<file path="src/rtl/alaw_pcm_rx.sv">
// G.711 TDM receive framer: locks to frame sync, deserialises MSB-first octets,
// strips the even-bit inversion and queues {slot, code} in a 2-entry FIFO.
// Optional per-slot push mask when ALAW_RX_SLOT_MASK_EN is defined.
module alaw_pcm_rx #(
  parameter int unsigned SLOTS = 32,
  parameter int unsigned CW    = 6
) (
  input  logic             clk,
  input  logic             rst,
  input  logic             bit_en,
  input  logic             pcm_din,
  input  logic             pcm_fsync,
`ifdef ALAW_RX_SLOT_MASK_EN
  input  logic [SLOTS-1:0] slot_mask,
`endif
  output logic [7:0]       alaw_out,
  output logic [CW-1:0]    alaw_slot,
  output logic             alaw_valid,
  input  logic             alaw_ready,
  output logic             in_sync,
  output logic             frame_err,
  output logic             overrun
);

  typedef enum logic [0:0] {StHunt, StSync} state_e;

  state_e          state_q, state_d;
  logic [2:0]      bit_cnt_q, bit_cnt_d;
  logic [CW-1:0]   slot_cnt_q, slot_cnt_d;
  logic [7:0]      shift_q, shift_d;
  logic            in_sync_q, in_sync_d;
  logic            frame_err_q, frame_err_d;
  logic            overrun_q, overrun_d;

  logic [7:0]      data0_q, data0_d, data1_q, data1_d;
  logic [CW-1:0]   slot0_q, slot0_d, slot1_q, slot1_d;
  logic            valid0_q, valid0_d, valid1_q, valid1_d;

  logic            frame_start;
  logic            slot_done;
  logic            slot_ok;
  logic            push;
  logic [7:0]      push_data;
  logic [CW-1:0]   next_slot;

  assign frame_start = (slot_cnt_q == '0) && (bit_cnt_q == 3'd7);
  assign push_data   = {shift_q[6:0], pcm_din} ^ 8'h55;
  assign next_slot   = (slot_cnt_q == CW'(SLOTS - 1)) ? '0 : slot_cnt_q + 1'b1;

`ifdef ALAW_RX_SLOT_MASK_EN
  logic [SLOTS-1:0] mask_sh;
  assign mask_sh = slot_mask >> slot_cnt_q;
  assign slot_ok = mask_sh[0];
`else
  assign slot_ok = 1'b1;
`endif

  // Framing state machine; only bit_en cycles advance it.
  always_comb begin
    state_d     = state_q;
    bit_cnt_d   = bit_cnt_q;
    slot_cnt_d  = slot_cnt_q;
    shift_d     = shift_q;
    frame_err_d = 1'b0;
    slot_done   = 1'b0;
    if (bit_en) begin
      case (state_q)
        StHunt: begin
          if (pcm_fsync) begin
            state_d    = StSync;
            shift_d    = {shift_q[6:0], pcm_din};
            bit_cnt_d  = 3'd6;
            slot_cnt_d = '0;
          end
        end
        StSync: begin
          if (pcm_fsync && !frame_start) begin
            // Early sync: this bit becomes slot 0 bit 7, partial octet dropped.
            frame_err_d = 1'b1;
            shift_d     = {shift_q[6:0], pcm_din};
            bit_cnt_d   = 3'd6;
            slot_cnt_d  = '0;
          end else if (!pcm_fsync && frame_start) begin
            frame_err_d = 1'b1;
            state_d     = StHunt;
            bit_cnt_d   = 3'd7;
            slot_cnt_d  = '0;
          end else begin
            shift_d = {shift_q[6:0], pcm_din};
            if (bit_cnt_q == 3'd0) begin
              slot_done  = 1'b1;
              bit_cnt_d  = 3'd7;
              slot_cnt_d = next_slot;
            end else begin
              bit_cnt_d = bit_cnt_q - 3'd1;
            end
          end
        end
        default: state_d = StHunt;
      endcase
    end
    in_sync_d = (state_d == StSync);
  end

  assign push = slot_done && slot_ok;

  // Two-entry FIFO: pop applied before push so a full FIFO being drained accepts.
  always_comb begin
    data0_d   = data0_q;
    slot0_d   = slot0_q;
    valid0_d  = valid0_q;
    data1_d   = data1_q;
    slot1_d   = slot1_q;
    valid1_d  = valid1_q;
    overrun_d = overrun_q;
    if (valid0_q && alaw_ready) begin
      data0_d  = data1_q;
      slot0_d  = slot1_q;
      valid0_d = valid1_q;
      valid1_d = 1'b0;
    end
    if (push) begin
      if (!valid0_d) begin
        data0_d  = push_data;
        slot0_d  = slot_cnt_q;
        valid0_d = 1'b1;
      end else if (!valid1_d) begin
        data1_d  = push_data;
        slot1_d  = slot_cnt_q;
        valid1_d = 1'b1;
      end else begin
        overrun_d = 1'b1;
      end
    end
  end

  always_ff @(posedge clk) begin
    if (rst) begin
      state_q     <= StHunt;
      bit_cnt_q   <= 3'd7;
      slot_cnt_q  <= '0;
      shift_q     <= '0;
      in_sync_q   <= 1'b0;
      frame_err_q <= 1'b0;
      overrun_q   <= 1'b0;
      data0_q     <= '0;
      slot0_q     <= '0;
      valid0_q    <= 1'b0;
      data1_q     <= '0;
      slot1_q     <= '0;
      valid1_q    <= 1'b0;
    end else begin
      state_q     <= state_d;
      bit_cnt_q   <= bit_cnt_d;
      slot_cnt_q  <= slot_cnt_d;
      shift_q     <= shift_d;
      in_sync_q   <= in_sync_d;
      frame_err_q <= frame_err_d;
      overrun_q   <= overrun_d;
      data0_q     <= data0_d;
      slot0_q     <= slot0_d;
      valid0_q    <= valid0_d;
      data1_q     <= data1_d;
      slot1_q     <= slot1_d;
      valid1_q    <= valid1_d;
    end
  end

  assign alaw_out   = data0_q;
  assign alaw_slot  = slot0_q;
  assign alaw_valid = valid0_q;
  assign in_sync    = in_sync_q;
  assign frame_err  = frame_err_q;
  assign overrun    = overrun_q;

endmodule

</file>
<file path="config.mk">
export PLATFORM = sky130hd
export DESIGN_NAME = alaw_pcm_rx
export DESIGN_NICKNAME = d
export VERILOG_FILES = /design/src/rtl/alaw_pcm_rx.sv
export SDC_FILE = /design/constraint.sdc
export NUM_CORES = 1
export LEC_CHECK = 0
export ABC_AREA = 1
export CORE_MARGIN = 1.5
export CORE_UTILIZATION = 51
export DETAILED_ROUTE_END_ITERATION = 8
export PLACE_DENSITY = 0.83
export SETUP_SLACK_MARGIN = 0.3
export SLEW_MARGIN = 20
export SYNTH_ARGS = -nofsm -noshare
export SYNTH_HDL_FRONTEND = slang
export SYNTH_SLANG_ARGS = --single-unit
</file>
<file path="constraint.sdc">
create_clock -name clk -period 2.2 [get_ports clk]
set_clock_uncertainty 0.15 [all_clocks]
set_input_delay 0.33 -clock clk [delete_from_list [all_inputs] [get_ports clk]]
set_output_delay 0.33 -clock clk [all_outputs]
set_load 0.005 [all_outputs]
</file>
==> results.json, run 1 <==
{
  "period_needed_ps": 2120,
  "fmax_mhz": 471,
  "dieArea_mm2": 0.00532,
  "min_path_type": "register to register",
  "grt_max_degree": 29,
  "place_inst": 462,
  "hold_viol_final": 0,
  "yosys.cell_types.count": 26,
  "whs_ps": 305,
  "arrival_ps": 2230,
  "place_congestion": 0.900,
  "drive_gt1_share_pct": 27.0,
  "ys_warn_count": 0,
  "routedWlPerCell_um": 14.0,
  "drv_slew": 0,
  "grt_pass1_vias": 2373,
  "cts_tree": "built",
  "whs_endpoint": "overrun",
  "fin_crit_sh_pct": 96.5,
  "die_h_um": 72.9,
  "slew_headroom_pct": 54.7,
  "r2r_end": "alaw_out[4]",
  "numCtsBuffers": 5,
  "area_growth_pct": 35.8,
  "maxCapViolCount": 0,
  "hold_buffers": 0,
  "firstDrtPassIters": 4,
  "cts.path.max_buffers": 2,
  "dr_total_vias": 2548,
  "final_cell_area_mm2": 0.00338,
  "min_path_cells": 2,
  "clock-root-buffer": "clkbuf_8",
  "ff2ff_path_depth": 13,
  "regToRegStartpoint": "slot_cnt_q[2]",
  "num_antenna_cells": 0,
  "status": "completed",
  "power.leakage_nw": 1.53,
  "synth.ff_latch_count": 49,
  "synthCells": 370,
  "worstSetupStartpointType": "register",
  "via_per_inst": 5.17,
  "power.density_mw_per_mm2": 506,
  "rsz0062_at_grt": "yes",
  "port_buffers": 23,
  "antenna_found_initial": 0,
  "cts.htree.levels": 2,
  "drt_first_iter_violations": 177,
  "grtUsageTotal_pct": 25.5,
  "synth_fp_nets": 384,
  "rrSetupSlack_ps": 80,
  "die_w_um": 72.9,
  "drt_wl_total_mm": 6.91,
  "drc": 0,
  "syn_avg_cell_area_um2": 6.74,
  "setup_viol": 0,
  "ioPinCount": 24,
  "critPathMaxFanout": 13,
  "worst_pin_slew_ps": 679,
  "cp_data_required_time_ps": 2300,
  "worst-setup-path-type": "register to register",
  "place_worst_setup_slack_ps": -26.1,
  "end_kind": "register",
  "ir_drop_mv": 0.258,
  "yosysSeqAreaShare_pct": 39.4,
  "numClockSinks": 49,
  "drtAntennaViolNets": 0,
  "final_cell_count_no_fill": 493,
  "synth_area_mm2": 0.00249,
  "core_area_mm2": 0.00472,
  "grt_overflow": 0,
  "hpwl_mm": 3.63,
  "insertion_delay_ps": 320,
  "rows": 25,
  "start_util_pct": 52.8,
  "utilization_pct": 71.7,
  "layout.nets": 439,
  "worstHoldStart": "overrun",
  "place_area_mm2": 0.00289,
  "clkTransAtPathRegs_ps": 100,
  "grt_pass1_wl_mm": 10.5,
  "final.setup.worst_slack_ps": 76.0
}
## worst max-delay path by stage
stage                        from           end  slack [ps]
global route        slot_cnt_q[1]    shift_q[5]           5
global placement        pcm_fsync  bit_cnt_q[1]          10
detailed placement      pcm_fsync   alaw_out[4]         -30
CTS                 slot_cnt_q[0]   alaw_out[4]         160
floorplan           slot_cnt_q[0]    data1_q[0]         300
finish              slot_cnt_q[2]   alaw_out[4]          80
## where the power goes
part	total [W]	internal (W)	switching, W
combinational	0.000240	0.000104	0.000135
clock	0.000552	0.000225	0.000328
sequential	0.000920	0.000904	0.0000161
total	0.00171	0.00123	0.000479
## Yosys cell counts
master	instances	area [um2]
a21oi_1	11	55.1
a221oi_1	1	8.76
a31oi_1	1	6.26
buf_2	5	25.0
buf_4	1	7.51
buf_6	2	22.5
clkbuf_1	6	22.5
clkinv_1	1	3.75
dfxtp_1	49	981
ha_1	8	100
inv_1	70	263
inv_2	1	3.75
nand2_1	82	308
nand2_2	11	68.8
nand2_4	2	22.5
nand3_1	9	45.0
nand3_2	1	10.0
nand3_4	1	17.5
nand3b_1	1	7.51
nand4_1	18	113
nor2_1	54	203
nor2_4	1	11.3
nor2_8	1	20.0
nor3_1	2	10.0
o211ai_1	1	7.51
o21ai_0	30	150
## cell usage in the layout (no fill, tap or decap), types with 2 or more instances in the layout
master / instances
clkdlybuf4s50_1: 23
inv_1: 59
buf_6: 7
nand3_2: 3
a21oi_2: 2
nor2_1: 45
inv_2: 10
nor2_4: 3
o21ai_1: 3
ha_4: 3
dfxtp_1: 44
buf_4: 26
ha_1: 5
clkinvlp_4: 2
dfxtp_2: 4
nand4_1: 18
o21ai_0: 20
clkbuf_8: 5
a21oi_1: 9
nor2_2: 7
nand3_4: 3
nand3_1: 6
nand2_1: 72
nand2_2: 19
nand2_4: 5
o21ai_2: 7
## final cells by class
cell class	instances	area [um2]
clock inverter	2	15.0
tap	67	83.8
sequential	49	990
inverter	72	278
timing repair buffer	59	567
clock buffer	6	72.6
fill	325	1340
multi-input combinational	238	1380
## state kept, by name, summed over array words and instances, names as in the netlist
name and cells:
alaw_out 8, alaw_slot 6, alaw_valid 1, bit_cnt_q 3, data1_q 8, frame_err 1, in_sync 1, overrun 1
shift_q 7, slot1_q 6, slot_cnt_q 6, valid1_q 1
## through the flow
stage | power [W] | setup TNS (ps)
detailed placement | 0.00110 | -120
global placement | 0.00109 | 0
finish | 0.00171 | 0
global route | 0.00176 | 0
floorplan | 0.00104 | 0
CTS | 0.00166 | 0
## worst max-delay path, cell delays in order (launching register included)
cell and delay (ps):
dfxtp_4 370, inv_4 60, nand4_1 160, nor2_4 170, inv_2 50, ha_4 160
nor2_4 160, nand2_4 90, nor2_8 120, buf_4 160, nand2_8 110, inv_6 110
nor2_1 50, nor2_1 110
## cell families (layout without fill, tap and decap cells)
kind of cell	Yosys count	count (layout)	share of synthesized area, %
AND/OR/NAND/NOR	183	186	33.5
buffers and inverters	86	139	14.0
flip-flops	49	49	39.4
AO/OA/AOI/OAI	44	44	9.14
adder cells (fa/ha/maj)	8	8	4.02
## layer usage
metal,share of wire (%),track usage [%]
met1,41,31.0
met2,49,42.5
met3,6.4,5.94
met4,3.4,11.9
met5,0,0
## what timing repair did
action / 4_1_cts / 5_1_grt
cloned: 4 / 0
setup buffers: 13 / 6
endpoints found under the setup margin: 43 / 46
resized for setup: 29 / 45
pin swaps: 17 / 13
No activity file was read; power rests on OpenSTA's default activity.
==> inputs of run 2 (changes only) <==
--- a/config.mk
+++ b/config.mk
@@ -6,7 +6,7 @@
 export NUM_CORES = 1
 export LEC_CHECK = 0
 export ABC_AREA = 1
-export CORE_MARGIN = 1.5
+export CORE_MARGIN = 2
 export CORE_UTILIZATION = 51
 export DETAILED_ROUTE_END_ITERATION = 8
 export PLACE_DENSITY = 0.83
==> run 2 against run 1 <==
Register-to-register slack better by 60 ps; count of clock-buffer cells in the layout fell by 1; fmax up 2.8%; combinational power down 8.7%; non-clock buffer count shrank 4; first-iteration DRC count increased by 23%; sequential power down 0.4%; via count is 3.1% lower; sequential share of layout area grew 0.80 points; clock power increased by 4.2%; die area rose by 2.8%.
==> results.json, run 2 (synthesis results as in run 1) <==
{
  "status": "completed",
  "clock-root-buffer": "clkbuf_8",
  "worst_pin_slew_ps": 443,
  "internal_power_w": 0.00123,
  "utilization_pct": 70.2,
  "cts.path.max_buffers": 2,
  "power.density_mw_per_mm2": 516,
  "firstDrtPassIters": 4,
  "multi_input_area_mm2": 0.00133,
  "place_congestion": 0.908,
  "worstHoldStart": "overrun",
  "slew_headroom_pct": 70.4,
  "insertion_delay_ps": 320,
  "end_kind": "register",
  "core_area_mm2": 0.00472,
  "fmax_mhz": 484,
  "cp_data_required_time_ps": 2280,
  "path_delay_family": "simple AND/OR/NAND/NOR gates",
  "layout.nets": 435,
  "port_buffers": 23,
  "min_path_type": "register to register",
  "drtAntennaViolNets": 0,
  "critPathMostFrequentCell": "nor2_4",
  "maxCapViolCount": 0,
  "grt_use_met3_pct": 5.21,
  "drt_wl_total_mm": 6.37,
  "hold_viol_final": 0,
  "crit_path_top_delay_cell": "dfxtp_2",
  "cp_num_buf_inv": 3,
  "final_cell_area_mm2": 0.00332,
  "fin_setup_tns_ps": 0,
  "clkTransAtPathRegs_ps": 100,
  "die_h_um": 73.9,
  "use_met2_pct": 38.0,
  "dr_total_vias": 2469,
  "routedWlPerCell_um": 13.0,
  "num_antenna_cells": 0,
  "cts.htree.levels": 2,
  "setup_viol": 0,
  "final_cell_mix": "nand2_1 (78), inv_1 (60), nor2_1 (47)",
  "place_area_mm2": 0.00286,
  "switching_power_w": 0.000477,
  "fillers": 363,
  "ir_drop_mv": 0.362,
  "grt_pass1_wl_mm": 9.83,
  "grt_pass1_vias": 2182,
  "pwr-share-seq_pct": 53.6,
  "drive_gt1_share_pct": 23.5,
  "grt_overflow": 0,
  "start_util_pct": 52.8,
  "crit_start": "bit_cnt_q[0]",
  "cts_tree": "built",
  "arrival_ps": 2150,
  "sw_frac_of_total_pct": 27.9,
  "area_growth_pct": 33.0,
  "ioPinCount": 24,
  "busiest_layer": "met2",
  "rows": 25,
  "max_stage_delay_ps": 360,
  "hpwl_mm": 3.52,
  "clockPowerShare_pct": 33.6,
  "seq_area_um2": 996,
  "grtUsageTotal_pct": 23.3,
  "numCtsBuffers": 5,
  "via_per_inst": 5.05,
  "final_common_cell": "nand2_1",
  "fin_crit_sh_pct": 93.9,
  "critPathMaxFanout": 7,
  "drv_slew": 0,
  "grt_max_degree": 43,
  "hold_buffers": 0,
  "worst-setup-path-type": "register to register",
  "power.leakage_nw": 1.50,
  "crit_chain": "ha_2, nand3_4, nor2_4, inv_2, ha_4, nor2_4, nand2_4, nor2_8, buf_12, clkbuf_16, nand4_1, nand2_1, nor2_1",
  "regToRegStartpoint": "bit_cnt_q[0]",
  "numClockSinks": 49,
  "drt_first_iter_violations": 217,
  "antenna_found_initial": 0,
  "grtUsageMet1_pct": 29.9,
  "rsz0062_at_grt": "yes",
  "dieArea_mm2": 0.00546,
  "period_needed_ps": 2070,
  "die_w_um": 73.9,
  "power_w": 0.00171,
  "p_comb_share_pct": 12.8,
  "worstSetupStartpointType": "register",
  "drc": 0
}
[run 2: cell type report]
| type | instances | share of cell area, % |
|---|---|---|
| Multi-Input combinational cell | 238 | 40.2 |
| Sequential cell | 49 | 30.0 |
| Tap cell | 67 | 2.53 |
| Timing Repair Buffer | 55 | 15.8 |
| Clock buffer | 5 | 2.08 |
| Inverter | 72 | 8.53 |
| Clock inverter | 3 | 0.755 |
[run 2: final timing paths]
check          endpoint  slack (ps)  depth (start not counted)
max          slot1_q[4]         130                         13
min             overrun         310                          2
max reg2reg  slot1_q[4]         130                         13
min reg2reg     overrun         310                          2
[run 2: power by group through the flow]
stage	Combinational (W)	Sequential, W	Clock, W
2_1_floorplan	0.000106	0.000935	0
3_3_place_gp	0.000151	0.000938	0
3_5_place_dp	0.000157	0.000938	0
4_1_cts	0.000186	0.000916	0.000569
5_1_grt	0.000239	0.000918	0.000611
6_report	0.000219	0.000916	0.000575
[run 2: per-layer routing]
metal  vias up  routed length (um)
li1       1249                   -
met1      1113                2690
met2        91                3110
met3        16                 405
met4         0                 173
met5         -                   0
[run 2: repair_timing]
action | CTS | global route
gates resized for setup | 32 | 19
buffers inserted | 10 | 10
setup endpoints to repair | 44 | 46
gates cloned | 3 | 1
pin swaps | 11 | 16
[run 2: metrics by stage]
| stage | std cells | worst slack (ps) | hold slack [ps] |
|---|---|---|---|
| after detailed placement | 457 | -50.8 | 293 |
| final | 489 | 134 | 309 |
| after CTS | 478 | 185 | 310 |
| after global placement | 457 | 5.45 | 293 |
| after floorplan | 370 | 298 | 249 |
| after global routing | 489 | 54.6 | 358 |
[run 2: worst min-delay path, delay by kind of cell (launching register included)]
| family | cells | cell delay, ps |
|---|---|---|
| flip-flops | 1 | 320 |
| buffers and inverters | 1 | 50 |
| AO/OA/AOI/OAI | 1 | 50 |
==> inputs of run 3 (changes only) <==
--- a/config.mk
+++ b/config.mk
@@ -7,9 +7,10 @@
 export LEC_CHECK = 0
 export ABC_AREA = 1
 export CORE_MARGIN = 2
-export CORE_UTILIZATION = 51
+export CORE_UTILIZATION = 56
 export DETAILED_ROUTE_END_ITERATION = 8
-export PLACE_DENSITY = 0.83
+export DONT_BUFFER_PORTS = 1
+export PLACE_DENSITY = 0.82
 export SETUP_SLACK_MARGIN = 0.3
 export SLEW_MARGIN = 20
 export SYNTH_ARGS = -nofsm -noshare
==> run 3 against run 2 <==
Register-to-register slack gained 30 ps; sequential power is essentially flat; fmax grew 1.7%; count of clock-buffer cells in the layout grew 1; critical path depth grew 1; clock power shrank 5.2%; largest power group unchanged.
==> results.json, run 3 (synthesis results as in run 1) <==
{
  "slew_headroom_pct": 67.1,
  "rrSetupSlack_ps": 170,
  "grt_pass1_wl_mm": 9.92,
  "fillers": 354,
  "worst-setup-path-type": "register to register",
  "place_congestion": 0.853,
  "ir_drop_mv": 0.378,
  "num_antenna_cells": 0,
  "critPathMaxFanout": 7,
  "clkTransAtPathRegs_ps": 90,
  "regToRegStartpoint": "slot_cnt_q[0]",
  "whs_endpoint": "frame_err",
  "place_worst_setup_slack_ps": 109,
  "via_per_inst": 5.26,
  "end_kind": "register",
  "maxCapViolCount": 0,
  "final.setup.worst_slack_ps": 168,
  "drtAntennaViolNets": 0,
  "crit_chain": "inv_4, ha_4, nand3_4, nor2_4, inv_2, ha_4, nor2_4, nand2_4, nor2_8, buf_12, nand3_4, nand2_2, inv_1, nor2_2",
  "seq_area_um2": 998,
  "setup_viol": 0,
  "die_h_um": 70.7,
  "die_w_um": 70.7,
  "final_cell_mix": "nand2_1 (75), inv_1 (62), nor2_1 (46)",
  "fmax_mhz": 492,
  "power.leakage_nw": 1.41,
  "multi_input_area_mm2": 0.00133,
  "grt_pass1_vias": 2144,
  "ff2ff_path_depth": 14,
  "rows": 24,
  "cts.path.max_buffers": 2,
  "numCtsBuffers": 5,
  "dieArea_mm2": 0.00500,
  "max_stage_delay_ps": 360,
  "firstDrtPassIters": 5,
  "port_buffers": 0,
  "path_delay_family": "simple AND/OR/NAND/NOR gates",
  "numClockSinks": 49,
  "antenna_found_initial": 0,
  "drive_gt1_share_pct": 24.2,
  "insertion_delay_ps": 300,
  "start_util_pct": 57.6,
  "power_w": 0.00164,
  "drt_first_iter_violations": 191,
  "min_path_type": "input port to register",
  "drc": 0,
  "ioPinCount": 24,
  "place_area_mm2": 0.00258,
  "drv_slew": 0,
  "hold_viol_final": 0,
  "grt_max_degree": 29,
  "period_needed_ps": 2030,
  "status": "completed",
  "worstHoldStart": "pcm_fsync",
  "fin_setup_tns_ps": 0,
  "area_growth_pct": 21.4,
  "min_path_cells": 2,
  "cp_data_required_time_ps": 2300,
  "grt_overflow": 0,
  "cp.depth": 14,
  "final_common_cell": "nand2_1",
  "drt_wl_total_mm": 6.17,
  "cp_num_buf_inv": 4,
  "worst_pin_slew_ps": 492,
  "cts.htree.levels": 2,
  "power.density_mw_per_mm2": 543,
  "final_cell_area_mm2": 0.00303,
  "dr_total_vias": 2363,
  "core_area_mm2": 0.00432,
  "clock-root-buffer": "clkbuf_8",
  "cts_tree": "built",
  "worstSetupStartpointType": "register",
  "crit_path_top_delay_cell": "dfxtp_4",
  "fin_crit_sh_pct": 92.4,
  "grtUsageTotal_pct": 25.0,
  "arrival_ps": 2130,
  "r2r_end": "data1_q[5]",
  "hpwl_mm": 3.52,
  "routedWlPerCell_um": 13.7,
  "layout.nets": 411,
  "rsz0062_at_grt": "yes"
}
-- run 3: per-layer routing --
layer | wire length [um] | vias to the layer above | track usage [%]
li1 | - | 1194 | -
met1 | 2630 | 1070 | 33.0
met2 | 3000 | 89 | 41.1
met3 | 433 | 10 | 6.13
met4 | 100 | 0 | 6.92
met5 | 0 | - | 0
-- run 3: worst register-to-register path: cells and delay by family, from the launching register on --
kind / cells / cell delay [ps]
flops: 1 / 360
simple gates: 8 / 850
fa+ha+maj: 2 / 290
buf+inv: 4 / 320
-- run 3: timing repair --
item | CTS | global route
gates cloned | 4 | 0
endpoints found under the setup margin | 46 | 46
hold buffers | 1 | 0
resized for setup | 30 | 24
setup buffers | 10 | 11
pin swaps | 11 | 6
hold endpoints to repair | 6 | 0
-- run 3: worst max path at each step --
stage | end | slack [ps] | startpoint
after CTS | slot1_q[1] | 200 | slot_cnt_q[1]
after detailed placement | alaw_out[4] | 110 | slot_cnt_q[0]
after global routing | data1_q[1] | 40 | slot_cnt_q[2]
after floorplan | data1_q[0] | 300 | slot_cnt_q[0]
after global placement | alaw_out[2] | 150 | slot_cnt_q[0]
final | data1_q[5] | 170 | slot_cnt_q[0]
-- run 3: final cells by class --
type	count	share of cell area, %
Clock inverter	1	0.248
Sequential cell	49	33.0
Tap cell	52	2.15
Timing Repair Buffer	31	8.44
Inverter	72	9.47
Clock buffer	6	2.73
Multi-Input combinational cell	238	44.0
-- run 3: stage by stage --
stage,cells,util (%),hold WS [ps]
final,449,70.0,49.9
after global routing,449,70.0,44.4
after CTS,438,66.4,27.7
after detailed placement,416,59.7,256
after global placement,416,59.7,250
after floorplan,370,-,249
-- run 3: where the power goes --
| part | internal, W | switching, W | total (W) |
|---|---|---|---|
| Combinational | 0.0000735 | 0.000106 | 0.000180 |
| Clock | 0.000249 | 0.000296 | 0.000545 |
| Sequential | 0.000901 | 0.0000178 | 0.000918 |
